**config.mk**
```make
export PLATFORM = sky130hd
export DESIGN_NAME = mem_arbiter_flat
export DESIGN_NICKNAME = d
export VERILOG_FILES = /design/src/rtl/mem_pkg.sv /design/src/rtl/mem_arbiter_if.sv /design/src/rtl/mem_lane_steer.sv /design/src/rtl/mem_arbiter.sv /design/src/flat_wrapper.sv
export SDC_FILE = /design/constraint.sdc
export NUM_CORES = 1
export LEC_CHECK = 0
export ABC_CLOCK_PERIOD_IN_PS = 3470
export CAP_MARGIN = 20
export CORE_AREA = 4 4 116 118
export DETAILED_ROUTE_END_ITERATION = 7
export DIE_AREA = 0 0 120 122
export PLACE_DENSITY = 0.79
export SLEW_MARGIN = 20
export SYNTH_ARGS = -nofsm -noshare
export SYNTH_HDL_FRONTEND = slang
export SYNTH_SLANG_ARGS = --single-unit
```
**constraint.sdc**
```tcl
create_clock -name clk -period 3.47 [get_ports clk]
set_clock_uncertainty 0.1 [all_clocks]
set_input_delay 0.694 -clock clk [delete_from_list [all_inputs] [get_ports clk]]
set_output_delay 0.694 -clock clk [all_outputs]
set_load 0.05 [all_outputs]
```
**src/rtl/mem_pkg.sv**
```systemverilog
// Shared definitions for the unified-RAM arbiter and its helpers.
//   - requester identifiers used by the read-response pipeline
//   - store-size encodings carried on d_wsize
//   - address widths of the 16 KB RAM (byte and word)
package mem_pkg;

   typedef enum logic [1:0] {
      REQ_IF = 2'd0,
      REQ_D  = 2'd1,
      REQ_RK = 2'd2
   } req_id_e;

   localparam logic [1:0] SZ_B = 2'b01;
   localparam logic [1:0] SZ_H = 2'b10;
   localparam logic [1:0] SZ_W = 2'b11;

   localparam int unsigned MEM_AW  = 14;
   localparam int unsigned MEM_WAW = MEM_AW - 2;

endpackage

```
**src/rtl/mem_arbiter_if.sv**
```systemverilog
// Requester-side bus of the unified-RAM arbiter: IF fetch port, D load/store
// port and RK loader port.
//   slave  : arbiter side (takes requests, returns gnt/rvalid/rdata/err)
//   master : requester side
interface mem_arbiter_if #(
   parameter int AW = mem_pkg::MEM_AW
) ();

   logic          if_req;
   logic [AW-1:0] if_addr;
   logic          if_gnt;
   logic          if_rvalid;
   logic [31:0]   if_rdata;

   logic          d_req;
   logic          d_we;
   logic [AW-1:0] d_addr;
   logic [1:0]    d_wsize;
   logic [31:0]   d_wdata;
   logic          d_gnt;
   logic          d_rvalid;
   logic [31:0]   d_rdata;
   logic          d_err;

   logic          rk_req;
   logic          rk_we;
   logic [AW-1:0] rk_addr;
   logic [31:0]   rk_wdata;
   logic          rk_lock;
   logic          rk_gnt;
   logic          rk_rvalid;
   logic [31:0]   rk_rdata;

   modport slave (
      input  if_req, if_addr,
      output if_gnt, if_rvalid, if_rdata,
      input  d_req, d_we, d_addr, d_wsize, d_wdata,
      output d_gnt, d_rvalid, d_rdata, d_err,
      input  rk_req, rk_we, rk_addr, rk_wdata, rk_lock,
      output rk_gnt, rk_rvalid, rk_rdata
   );

   modport master (
      output if_req, if_addr,
      input  if_gnt, if_rvalid, if_rdata,
      output d_req, d_we, d_addr, d_wsize, d_wdata,
      input  d_gnt, d_rvalid, d_rdata, d_err,
      output rk_req, rk_we, rk_addr, rk_wdata, rk_lock,
      input  rk_gnt, rk_rvalid, rk_rdata
   );

endinterface

```
**src/rtl/mem_lane_steer.sv**
```systemverilog
// Byte-lane steering for a 32-bit word RAM (purely combinational).
//   we_i, wsize_i, off_i, wdata_i : store request (right-justified data)
//   wstrb_o, wdata_o              : byte strobes and lane-replicated data
//   misalign_o                    : store cannot be performed (bad size/offset)
//   roff_i, rword_i, rdata_o      : read word right-justified by roff_i bytes
module mem_lane_steer (
   input  logic        we_i,
   input  logic [1:0]  wsize_i,
   input  logic [1:0]  off_i,
   input  logic [31:0] wdata_i,
   output logic [3:0]  wstrb_o,
   output logic [31:0] wdata_o,
   output logic        misalign_o,
   input  logic [1:0]  roff_i,
   input  logic [31:0] rword_i,
   output logic [31:0] rdata_o
);
   import mem_pkg::*;

   logic [3:0] strb;
   logic       bad;

   always_comb begin
      strb    = 4'b0000;
      wdata_o = wdata_i;
      bad     = 1'b0;
      case (wsize_i)
         SZ_B: begin
            strb    = 4'b0001 << off_i;
            wdata_o = {4{wdata_i[7:0]}};
         end
         SZ_H: begin
            strb    = 4'b0011 << off_i;
            wdata_o = {2{wdata_i[15:0]}};
            bad     = off_i[0];
         end
         SZ_W: begin
            strb = 4'b1111;
            bad  = |off_i;
         end
         default: bad = 1'b1;
      endcase
      misalign_o = we_i && bad;
      wstrb_o    = (we_i && !bad) ? strb : 4'b0000;
   end

   // Zero-filled right shift: a misaligned read never reaches the next word.
   assign rdata_o = rword_i >> {roff_i, 3'b000};

endmodule

```
**src/rtl/mem_arbiter.sv**
```systemverilog
// Three-way arbiter in front of a single-port word RAM (1-cycle read latency).
//   clk, resetn : clock, synchronous active-low reset
//   bus         : requester ports IF / D / RK (mem_arbiter_if.slave)
//   m_*         : RAM macro port; m_rdata returns one cycle after m_en
// Grants are combinational in the request cycle; rvalid/rdata follow one
// cycle later. IF and RK have bounded-wait promotion, RK can lock bursts.
module mem_arbiter #(
   parameter int WAIT_MAX = 8,
   parameter int LOCK_MAX = 16,
   parameter int AW       = mem_pkg::MEM_AW
) (
   input  logic          clk,
   input  logic          resetn,
   mem_arbiter_if.slave  bus,
   output logic          m_en,
   output logic          m_we,
   output logic [AW-3:0] m_addr,
   output logic [3:0]    m_wstrb,
   output logic [31:0]   m_wdata,
   input  logic [31:0]   m_rdata
);
   import mem_pkg::*;

   localparam int WCW = $clog2(WAIT_MAX + 1);
   localparam int BCW = $clog2(LOCK_MAX + 1);

   logic [WCW-1:0] if_wait_q, if_wait_d, rk_wait_q, rk_wait_d;
   logic           lock_q, lock_d;
   logic [BCW-1:0] beat_q, beat_d;
   logic           rsp_vld_q, rsp_vld_d;
   req_id_e        rsp_own_q, rsp_own_d;
   logic [1:0]     rsp_off_q, rsp_off_d;
   logic           err_q, err_d;

   logic           gnt_if, gnt_d, gnt_rk;
   logic           if_prom, rk_prom;
   logic [3:0]     d_wstrb;
   logic [31:0]    d_wdata_st, d_rdata_st;
   logic           d_bad;
   logic           unused_addr_bits;

   // IF and RK are word-only; their byte offset is deliberately dropped.
   assign unused_addr_bits = ^{bus.if_addr[1:0], bus.rk_addr[1:0]};

   mem_lane_steer u_steer (
      .we_i       (bus.d_we),
      .wsize_i    (bus.d_wsize),
      .off_i      (bus.d_addr[1:0]),
      .wdata_i    (bus.d_wdata),
      .wstrb_o    (d_wstrb),
      .wdata_o    (d_wdata_st),
      .misalign_o (d_bad),
      .roff_i     (rsp_off_q),
      .rword_i    (m_rdata),
      .rdata_o    (d_rdata_st)
   );

   // Promotion needs a live request: the counter still reads WAIT_MAX in
   // the cycle a requester withdraws.
   always_comb begin
      if_prom = bus.if_req && (if_wait_q == WCW'(WAIT_MAX));
      rk_prom = bus.rk_req && (rk_wait_q == WCW'(WAIT_MAX));
      gnt_if  = 1'b0;
      gnt_d   = 1'b0;
      gnt_rk  = 1'b0;
      if (lock_q && bus.rk_req) gnt_rk = 1'b1;
      else if (rk_prom)         gnt_rk = 1'b1;
      else if (if_prom)         gnt_if = 1'b1;
      else if (bus.d_req)       gnt_d  = 1'b1;
      else if (bus.rk_req)      gnt_rk = 1'b1;
      else if (bus.if_req)      gnt_if = 1'b1;
   end

   // A rejected D store is still granted but never reaches the RAM.
   always_comb begin
      m_en    = 1'b0;
      m_we    = 1'b0;
      m_addr  = '0;
      m_wstrb = 4'b0000;
      m_wdata = '0;
      if (gnt_if) begin
         m_en   = 1'b1;
         m_addr = bus.if_addr[AW-1:2];
      end else if (gnt_rk) begin
         m_en    = 1'b1;
         m_we    = bus.rk_we;
         m_addr  = bus.rk_addr[AW-1:2];
         m_wstrb = bus.rk_we ? 4'b1111 : 4'b0000;
         m_wdata = bus.rk_wdata;
      end else if (gnt_d) begin
         m_en    = !d_bad;
         m_we    = bus.d_we && !d_bad;
         m_addr  = bus.d_addr[AW-1:2];
         m_wstrb = d_wstrb;
         m_wdata = d_wdata_st;
      end
   end

   always_comb begin
      if_wait_d = if_wait_q;
      if (!bus.if_req || gnt_if)               if_wait_d = '0;
      else if (if_wait_q != WCW'(WAIT_MAX))    if_wait_d = if_wait_q + 1'b1;

      rk_wait_d = rk_wait_q;
      if (!bus.rk_req || gnt_rk)               rk_wait_d = '0;
      else if (rk_wait_q != WCW'(WAIT_MAX))    rk_wait_d = rk_wait_q + 1'b1;

      // The LOCK_MAX-th locked beat drops the lock for one arbitration round.
      lock_d = lock_q;
      beat_d = beat_q;
      if (gnt_rk) begin
         if (bus.rk_lock && (beat_q != BCW'(LOCK_MAX - 1))) begin
            lock_d = 1'b1;
            beat_d = beat_q + 1'b1;
         end else begin
            lock_d = 1'b0;
            beat_d = '0;
         end
      end else if (!bus.rk_req) begin
         lock_d = 1'b0;
         beat_d = '0;
      end

      rsp_vld_d = gnt_if || (gnt_rk && !bus.rk_we) || (gnt_d && !bus.d_we);
      rsp_own_d = rsp_own_q;
      rsp_off_d = rsp_off_q;
      if (gnt_rk) begin
         rsp_own_d = REQ_RK;
         rsp_off_d = 2'b00;
      end else if (gnt_d) begin
         rsp_own_d = REQ_D;
         rsp_off_d = bus.d_addr[1:0];
      end else if (gnt_if) begin
         rsp_own_d = REQ_IF;
         rsp_off_d = 2'b00;
      end
      err_d = gnt_d && d_bad;
   end

   always_ff @(posedge clk) begin
      if (!resetn) begin
         if_wait_q <= '0;
         rk_wait_q <= '0;
         lock_q    <= 1'b0;
         beat_q    <= '0;
         rsp_vld_q <= 1'b0;
         rsp_own_q <= REQ_IF;
         rsp_off_q <= 2'b00;
         err_q     <= 1'b0;
      end else begin
         if_wait_q <= if_wait_d;
         rk_wait_q <= rk_wait_d;
         lock_q    <= lock_d;
         beat_q    <= beat_d;
         rsp_vld_q <= rsp_vld_d;
         rsp_own_q <= rsp_own_d;
         rsp_off_q <= rsp_off_d;
         err_q     <= err_d;
      end
   end

   assign bus.if_gnt    = gnt_if;
   assign bus.d_gnt     = gnt_d;
   assign bus.rk_gnt    = gnt_rk;
   assign bus.if_rvalid = rsp_vld_q && (rsp_own_q == REQ_IF);
   assign bus.d_rvalid  = rsp_vld_q && (rsp_own_q == REQ_D);
   assign bus.rk_rvalid = rsp_vld_q && (rsp_own_q == REQ_RK);
   // Read data is held at zero outside its valid cycle.
   assign bus.if_rdata  = bus.if_rvalid ? m_rdata    : '0;
   assign bus.d_rdata   = bus.d_rvalid  ? d_rdata_st : '0;
   assign bus.rk_rdata  = bus.rk_rvalid ? m_rdata    : '0;
   assign bus.d_err     = err_q;

endmodule

```
**src/flat_wrapper.sv**
```systemverilog
// flat-port wrapper written by rule: the top's interface ports become plain ports
module mem_arbiter_flat import mem_pkg::*;
#(
   parameter int WAIT_MAX = 8,
   parameter int LOCK_MAX = 16,
   parameter int AW       = mem_pkg::MEM_AW
)
  (clk, resetn, m_en, m_we, m_addr, m_wstrb, m_wdata, m_rdata, bus_if_req, bus_if_addr, bus_if_gnt, bus_if_rvalid, bus_if_rdata, bus_d_req, bus_d_we, bus_d_addr, bus_d_wsize, bus_d_wdata, bus_d_gnt, bus_d_rvalid, bus_d_rdata, bus_d_err, bus_rk_req, bus_rk_we, bus_rk_addr, bus_rk_wdata, bus_rk_lock, bus_rk_gnt, bus_rk_rvalid, bus_rk_rdata);
  mem_arbiter_if #(.AW(AW)) bus_i ();
  input  logic clk;
  input  logic resetn;
  output logic m_en;
  output logic m_we;
  output logic [AW-3:0] m_addr;
  output logic [3:0] m_wstrb;
  output logic [31:0] m_wdata;
  input  logic [31:0] m_rdata;
  input wire logic [$bits(bus_i.if_req)-1:0] bus_if_req;
  input wire logic [$bits(bus_i.if_addr)-1:0] bus_if_addr;
  output wire logic [$bits(bus_i.if_gnt)-1:0] bus_if_gnt;
  output wire logic [$bits(bus_i.if_rvalid)-1:0] bus_if_rvalid;
  output wire logic [$bits(bus_i.if_rdata)-1:0] bus_if_rdata;
  input wire logic [$bits(bus_i.d_req)-1:0] bus_d_req;
  input wire logic [$bits(bus_i.d_we)-1:0] bus_d_we;
  input wire logic [$bits(bus_i.d_addr)-1:0] bus_d_addr;
  input wire logic [$bits(bus_i.d_wsize)-1:0] bus_d_wsize;
  input wire logic [$bits(bus_i.d_wdata)-1:0] bus_d_wdata;
  output wire logic [$bits(bus_i.d_gnt)-1:0] bus_d_gnt;
  output wire logic [$bits(bus_i.d_rvalid)-1:0] bus_d_rvalid;
  output wire logic [$bits(bus_i.d_rdata)-1:0] bus_d_rdata;
  output wire logic [$bits(bus_i.d_err)-1:0] bus_d_err;
  input wire logic [$bits(bus_i.rk_req)-1:0] bus_rk_req;
  input wire logic [$bits(bus_i.rk_we)-1:0] bus_rk_we;
  input wire logic [$bits(bus_i.rk_addr)-1:0] bus_rk_addr;
  input wire logic [$bits(bus_i.rk_wdata)-1:0] bus_rk_wdata;
  input wire logic [$bits(bus_i.rk_lock)-1:0] bus_rk_lock;
  output wire logic [$bits(bus_i.rk_gnt)-1:0] bus_rk_gnt;
  output wire logic [$bits(bus_i.rk_rvalid)-1:0] bus_rk_rvalid;
  output wire logic [$bits(bus_i.rk_rdata)-1:0] bus_rk_rdata;
  assign bus_i.if_req = bus_if_req;
  assign bus_i.if_addr = bus_if_addr;
  assign bus_if_gnt = bus_i.if_gnt;
  assign bus_if_rvalid = bus_i.if_rvalid;
  assign bus_if_rdata = bus_i.if_rdata;
  assign bus_i.d_req = bus_d_req;
  assign bus_i.d_we = bus_d_we;
  assign bus_i.d_addr = bus_d_addr;
  assign bus_i.d_wsize = bus_d_wsize;
  assign bus_i.d_wdata = bus_d_wdata;
  assign bus_d_gnt = bus_i.d_gnt;
  assign bus_d_rvalid = bus_i.d_rvalid;
  assign bus_d_rdata = bus_i.d_rdata;
  assign bus_d_err = bus_i.d_err;
  assign bus_i.rk_req = bus_rk_req;
  assign bus_i.rk_we = bus_rk_we;
  assign bus_i.rk_addr = bus_rk_addr;
  assign bus_i.rk_wdata = bus_rk_wdata;
  assign bus_i.rk_lock = bus_rk_lock;
  assign bus_rk_gnt = bus_i.rk_gnt;
  assign bus_rk_rvalid = bus_i.rk_rvalid;
  assign bus_rk_rdata = bus_i.rk_rdata;
  mem_arbiter #(.WAIT_MAX(WAIT_MAX), .LOCK_MAX(LOCK_MAX), .AW(AW)) u_core (.clk(clk), .resetn(resetn), .bus(bus_i), .m_en(m_en), .m_we(m_we), .m_addr(m_addr), .m_wstrb(m_wstrb), .m_wdata(m_wdata), .m_rdata(m_rdata));
endmodule
```
==> flow_summary.ini, run 1 <==
[placement]
port_buffers = 296
dp.cells = 932
placed_area_sq_um = 7050
post-place-ws_ns = -0.0234
dp_hpwl_um = 13400
routabilityCongestion = 0.860

[sta]
setup_slack_ns = 0.0888
finalHoldViolCount = 0
slew_headroom = 0.522
post-route-period-util = 0.974
max_freq_mhz = 296
fin_crit_ns = 3.38
worstMarginPinSlew_ns = 0.716
setup_viol = 0
drv_slew = 0
rsz0062_at_grt = true

[clock_tree]
numCtsBuffers = 3
cts_tree = yes
htreeDepth = 1
clk_latency_ns = 0.26
cts_buffer_depth = 2
postCtsSetupBuffers = 0
clock-sinks = 20
root_buffer = clkbuf_16
cts.clk_slew.worst_paths_ns = 0.06

[detailed_routing]
drc = 0
drt_wl_total_um = 15900
ant_nets = 0
drtIter0Drc = 272
num_vias = 4472
vias_per_cell = 4.77
wl_per_cell_um = 16.9
firstDrtPassIters = 4

[setup_path]
crit_fanout = 6
cp_top_family = buffers and inverters
timing_worst_setup_path_type = in -> out
critPathArrivalTime_ns = 2.59
end_kind = primary output
path_cells = clkdlybuf4s50_1, buf_4, ha_1, nor2_1, o21ba_2, a31oi_2, nor3_2, buf_4, buf_12
start_kind = input port
required_ns = 2.68
setup.worst_path.start = bus_d_wsize[1]
cpPeakStageDelay_ns = 0.49
crit-reg2reg-launch = u_core.rk_wait_q[0]$_SDFFE_PP0P_
slowest_stage = clkdlybuf4s50_1
cp.buffers_inverters = 4
crit_path_frequent_cell = buf_4

[die]
die_area_sq_um = 14600
die_h_um = 122
core.rowCount = 41
die-width_um = 120
initial_core_util = 0.253
ioPinCount = 301
core_area_sq_um = 12500

[hold_path]
min-delay-start = u_core.beat_q[4]$_SDFFE_PN0P_
hold_class = reg -> reg

[synthesis]
synthesis.instances = 465
syn_nets = 624
ys_ff_latch = 20
yosys_warnings = 0
ys.flop_type = dfxtp_1
postSynthAreaPerCell_sq_um = 6.79
yosysUniqueCellTypes = 51
async_reset_ff_frac = 0
syn_area_sq_um = 3160
ys_seq_area_frac = 0.127
synth_edf_count = 0

[grt]
grt_pass1_vias = 4340
track_usage = 0.199
grt_max_degree = 38
antenna_found_initial = 1
grt.overflow.total = 0
grt_pass1_wl_um = 23300

[cells_and_area]
layout_commonest_cell = clkdlybuf4s50_1
area_growth_syn_to_layout_pct = 128
layout_common_cells = 177 x clkdlybuf4s50_1, 83 x buf_4, 72 x and2_1, 72 x buf_12, 56 x nor2_1
final_layout_size_suffix_gt1_frac = 0.249
fillCellCount = 1136
layoutNonFillerInstCount = 937
multi_input_area_sq_um = 2590
regArea_sq_um = 400
final_cell_area_sq_um = 7200
layout.nets = 924

[status]
status = finished clean

[power]
p_per_area_nw_per_um2 = 235
ir_drop_mv = 0.257
report.power.total_mw = 1.69
p_leak_nw = 2.95

[run]
maxCapViolations = 0
==> power by group <==
| group | switching (mW) | total [mW] | internal, mW |
|---|---|---|---|
| logic | 0.603 | 1.13 | 0.526 |
| clock network | 0.0899 | 0.319 | 0.229 |
| registers | 0.00715 | 0.243 | 0.236 |
| total | 0.700 | 1.69 | 0.991 |
==> through the flow <==
stage / hold WS (ns) / setup TNS [ns] / util
6_report: 0.372 / 0 / 0.578
5_1_grt: 0.402 / -0.0270 / 0.578
4_1_cts: 0.373 / 0 / 0.576
3_5_place_dp: 0.365 / -0.0555 / 0.566
3_3_place_gp: 0.356 / 0 / 0.566
2_1_floorplan: 0.344 / -6.00 / -
==> final timing paths <==
check                           slack [ns]                            end  cells after the start
worst min-delay path                  0.37  u_core.beat_q[4]$_SDFFE_PN0P_                      2
worst min register to register        0.37  u_core.beat_q[4]$_SDFFE_PN0P_                      2
worst max-delay path                  0.09                     m_wstrb[0]                      9
worst max register to register        1.30    u_core.rsp_vld_q$_SDFF_PN0_                      7
==> layout make-up <==
cell class / instances / area share
multi-input cells: 394 / 0.359
repair buffers: 332 / 0.532
clock buffers: 3 / 0.0104
flip-flops and latches: 20 / 0.0556
clock inverters: 1 / 0.00417
well taps: 172 / 0.0299
inverters: 14 / 0.00764
diodes: 1 / 0.000347
==> sequential cells by signal, indices dropped and copies added, names as in the netlist <==
signal and count:
u_core.beat_q 5, u_core.if_wait_q 4, u_core.rk_wait_q 4, u_core.rsp_off_q 2
u_core.rsp_own_q 2, u_core.bus.d_err 1, u_core.lock_q 1, u_core.rsp_vld_q 1
==> routing by layer <==
| layer | GRT usage | up-vias | share of wire | routed length [um] |
|---|---|---|---|---|
| met5 | 0 | - | 0 | 0 |
| met4 | 0.0401 | 0 | 0.016 | 255 |
| met2 | 0.385 | 203 | 0.54 | 8530 |
| met1 | 0.219 | 2007 | 0.37 | 5790 |
| li1 | - | 2240 | - | - |
| met3 | 0.0497 | 22 | 0.081 | 1280 |
==> cell usage after synthesis (11+ instances only) <==
| master | number | area share |
|---|---|---|
| and2_1 | 72 | 0.14 |
| nor2_1 | 57 | 0.068 |
| nand2_1 | 36 | 0.043 |
| o21ai_0 | 29 | 0.046 |
| clkbuf_1 | 23 | 0.027 |
| nor2b_1 | 21 | 0.042 |
| dfxtp_1 | 20 | 0.13 |
| a211oi_1 | 19 | 0.045 |
| mux2i_1 | 18 | 0.057 |
| nand3_1 | 16 | 0.025 |
| a21oi_1 | 15 | 0.024 |
| a32o_1 | 12 | 0.038 |
| inv_1 | 12 | 0.014 |
| mux2_2 | 12 | 0.043 |
| ha_1 | 11 | 0.044 |
==> worst min-delay path, delay by kind of cell (launching register included) <==
| kind | cells | cell delay (ns) |
|---|---|---|
| DFF | 1 | 0.30 |
| buffers and inverters | 1 | 0.06 |
| AOI/OAI and AO/OA | 1 | 0.06 |
==> kinds of logic (layout without fill, tap and decap cells) <==
group / Yosys count / in the layout / share of synthesized area
buffers and inverters: 51 / 350 / 0.0685
other: 0 / 1 / 0
flip-flops: 20 / 20 / 0.127
multiplexers: 30 / 30 / 0.0998
XOR/XNOR: 6 / 6 / 0.0166
AO/OA/AOI/OAI: 118 / 118 / 0.261
AND/OR/NAND/NOR: 229 / 229 / 0.383
adder cells (fa/ha/maj): 11 / 11 / 0.0436
==> timing repair <==
item	4_1_cts	5_1_grt
pin swaps	1	3
hold buffers	0	0
gates cloned	0	0
gates resized for setup	4	8
setup endpoints to repair	4	6
Power figures use the tool's default switching activity.
==> run 2, diff against run 1 <==
--- a/config.mk
+++ b/config.mk
@@ -8,6 +8,7 @@
 export ABC_CLOCK_PERIOD_IN_PS = 3470
 export CAP_MARGIN = 20
 export CORE_AREA = 4 4 116 118
+export CTS_CLUSTER_SIZE = 12
 export DETAILED_ROUTE_END_ITERATION = 7
 export DIE_AREA = 0 0 120 122
 export PLACE_DENSITY = 0.79
==> results of run 2 <==
Final layout, timing and power as in run 1 (identical DEF).
==> run 3, diff against run 2 <==
--- a/config.mk
+++ b/config.mk
@@ -5,13 +5,13 @@
 export SDC_FILE = /design/constraint.sdc
 export NUM_CORES = 1
 export LEC_CHECK = 0
-export ABC_CLOCK_PERIOD_IN_PS = 3470
+export ABC_CLOCK_PERIOD_IN_PS = 4400
 export CAP_MARGIN = 20
-export CORE_AREA = 4 4 116 118
+export CORE_AREA = 4 4 114 116
 export CTS_CLUSTER_SIZE = 12
 export DETAILED_ROUTE_END_ITERATION = 7
-export DIE_AREA = 0 0 120 122
-export PLACE_DENSITY = 0.79
+export DIE_AREA = 0 0 118 120
+export PLACE_DENSITY = 0.81
 export SLEW_MARGIN = 20
 export SYNTH_ARGS = -nofsm -noshare
 export SYNTH_HDL_FRONTEND = slang
==> constraint.sdc (replaced) <==
create_clock -name clk -period 4.4 [get_ports clk]
set_clock_uncertainty 0.1 [all_clocks]
set_input_delay 0.88 -clock clk [delete_from_list [all_inputs] [get_ports clk]]
set_output_delay 0.88 -clock clk [all_outputs]
set_load 0.05 [all_outputs]
==> run 3 against run 2 <==
- utilization fell by 1.0 points
- final area decreased by 6.1%
- largest cell class unchanged
- sequential share of layout area is 0.36 points higher
- worst setup slack better by 0.22 ns
==> flow_summary.ini, run 3 (synthesized netlist as in run 1, its figures left out) <==
[power]
p_leak_nw = 2.63
clockPowerShare = 0.152
internal_power_mw = 0.699
comb_power_share = 0.692
sequentialPowerShare = 0.156
p_per_area_nw_per_um2 = 183
switchingPower_mw = 0.539
p_sw_frac = 0.435
ir_drop_mv = 0.129

[grt]
grt_pass1_vias = 4326
antenna_found_initial = 2
grt.overflow.total = 0
grt_max_degree = 36
track_usage = 0.199
grt_pass1_wl_um = 22900

[cells_and_area]
max_flop_register = u_core.beat_q
area_growth_syn_to_layout_pct = 114
layout_commonest_cell = clkdlybuf4s50_1
final_layout_size_suffix_gt1_frac = 0.128
layout.nets = 905
top_regs = u_core.beat_q (5), u_core.if_wait_q (4), u_core.rk_wait_q (4)
largest_reg_flops = 5
fillCellCount = 1093
layout_common_cells = 243 x clkdlybuf4s50_1, 72 x and2_1, 56 x nor2_1

[sta]
setup_slack_ns = 0.306
finalHoldViolCount = 0
max_freq_mhz = 244
drv_slew = 0
hold_ws_ns = 0.374
post-route-period-util = 0.931
fin_setup_tns_ns = 0
rsz0062_at_grt = false
setup_viol = 0
slew_headroom = 0.349
fin_crit_ns = 4.09
worstMarginPinSlew_ns = 0.975

[hold_path]
hold_class = reg -> reg
min-delay-start = u_core.beat_q[4]$_SDFFE_PN0P_
holdPathStages = 2

[setup_path]
r2r_cells = 6
required_ns = 3.42
start_kind = input port
crit_fanout = 16
crit-reg2reg-launch = u_core.rk_wait_q[0]$_SDFFE_PP0P_
timing_worst_setup_path_type = in -> out
critPathArrivalTime_ns = 3.11
end_kind = primary output
setup.worst_path.start = bus_if_req

[detailed_routing]
ant_nets = 0
firstDrtPassIters = 4
drc = 0
num_vias = 4413
drtIter0Drc = 381
wl_per_cell_um = 17.2
vias_per_cell = 4.94
drt_wl_total_um = 15400

[clock_tree]
htreeDepth = 1
clock-sinks = 20
numCtsBuffers = 3
cts_resized = 0
cts_tree = yes
root_buffer = clkbuf_16
cts.clk_slew.worst_paths_ns = 0.05
cts_buffer_depth = 2
cts_hold_buf = 0
postCtsSetupBuffers = 0
clk_latency_ns = 0.25

[die]
initial_core_util = 0.265
core.rowCount = 40
ioPinCount = 301
die_h_um = 120
core_area_sq_um = 11900
die-width_um = 118
die_area_sq_um = 14200

[run]
maxCapViolations = 0

[placement]
post-place-ws_ns = 0.345
routabilityCongestion = 0.876
port_buffers = 296
dp_hpwl_um = 12900

[status]
status = finished clean
[run 3: metrics by stage]
| stage | power, mW | utilization | instance area (sq um) | cells |
|---|---|---|---|---|
| 6_report | 1.24 | 0.568 | 6760 | 893 |
| 3_3_place_gp | 1.05 | 0.561 | 6680 | 888 |
| 5_1_grt | 1.29 | 0.568 | 6760 | 893 |
| 3_5_place_dp | 1.05 | 0.561 | 6680 | 888 |
| 2_1_floorplan | 0.626 | - | 3160 | 465 |
| 4_1_cts | 1.24 | 0.567 | 6760 | 891 |
[run 3: cell type report]
type,count,area [sq um],area share
diodes,2,5.00,0.000740
clock buffers,3,75.1,0.0111
inverters,14,52.6,0.00777
multi-input cells,394,2550,0.377
flip-flops and latches,20,400,0.0592
well taps,147,184,0.0272
repair buffers,313,3500,0.517
[run 3: per-layer routing]
metal | GRT usage | vias up | part of all wire
met5 | 0 | - | 0
li1 | - | 2195 | -
met4 | 0.0747 | 0 | 0.029
met2 | 0.373 | 199 | 0.51
met3 | 0.0335 | 27 | 0.066
met1 | 0.223 | 1992 | 0.39
[run 3: critical path, cell delays in order]
cell	delay [ns]
clkdlybuf4s50_1	0.61
nand4b_1	0.19
a211oi_4	0.27
or2b_4	0.19
inv_2	0.15
a31oi_1	0.45
nor3_1	0.18
buf_12	0.20
[run 3: power groups by stage]
stage / sequential (mW) / clock (mW) / combinational [mW]
floorplan: 0.194 / 0 / 0.432
global placement: 0.197 / 0 / 0.851
detailed placement: 0.197 / 0 / 0.858
CTS: 0.193 / 0.187 / 0.860
global route: 0.195 / 0.194 / 0.898
finish: 0.193 / 0.188 / 0.857
[run 3: final timing paths]
path	to	slack (ns)
worst max-delay path	m_wstrb[0]	0.31
worst min-delay path	u_core.beat_q[4]$_SDFFE_PN0P_	0.37
worst max register to register	u_core.rsp_vld_q$_SDFF_PN0_	2.02
worst min register to register	u_core.beat_q[4]$_SDFFE_PN0P_	0.37
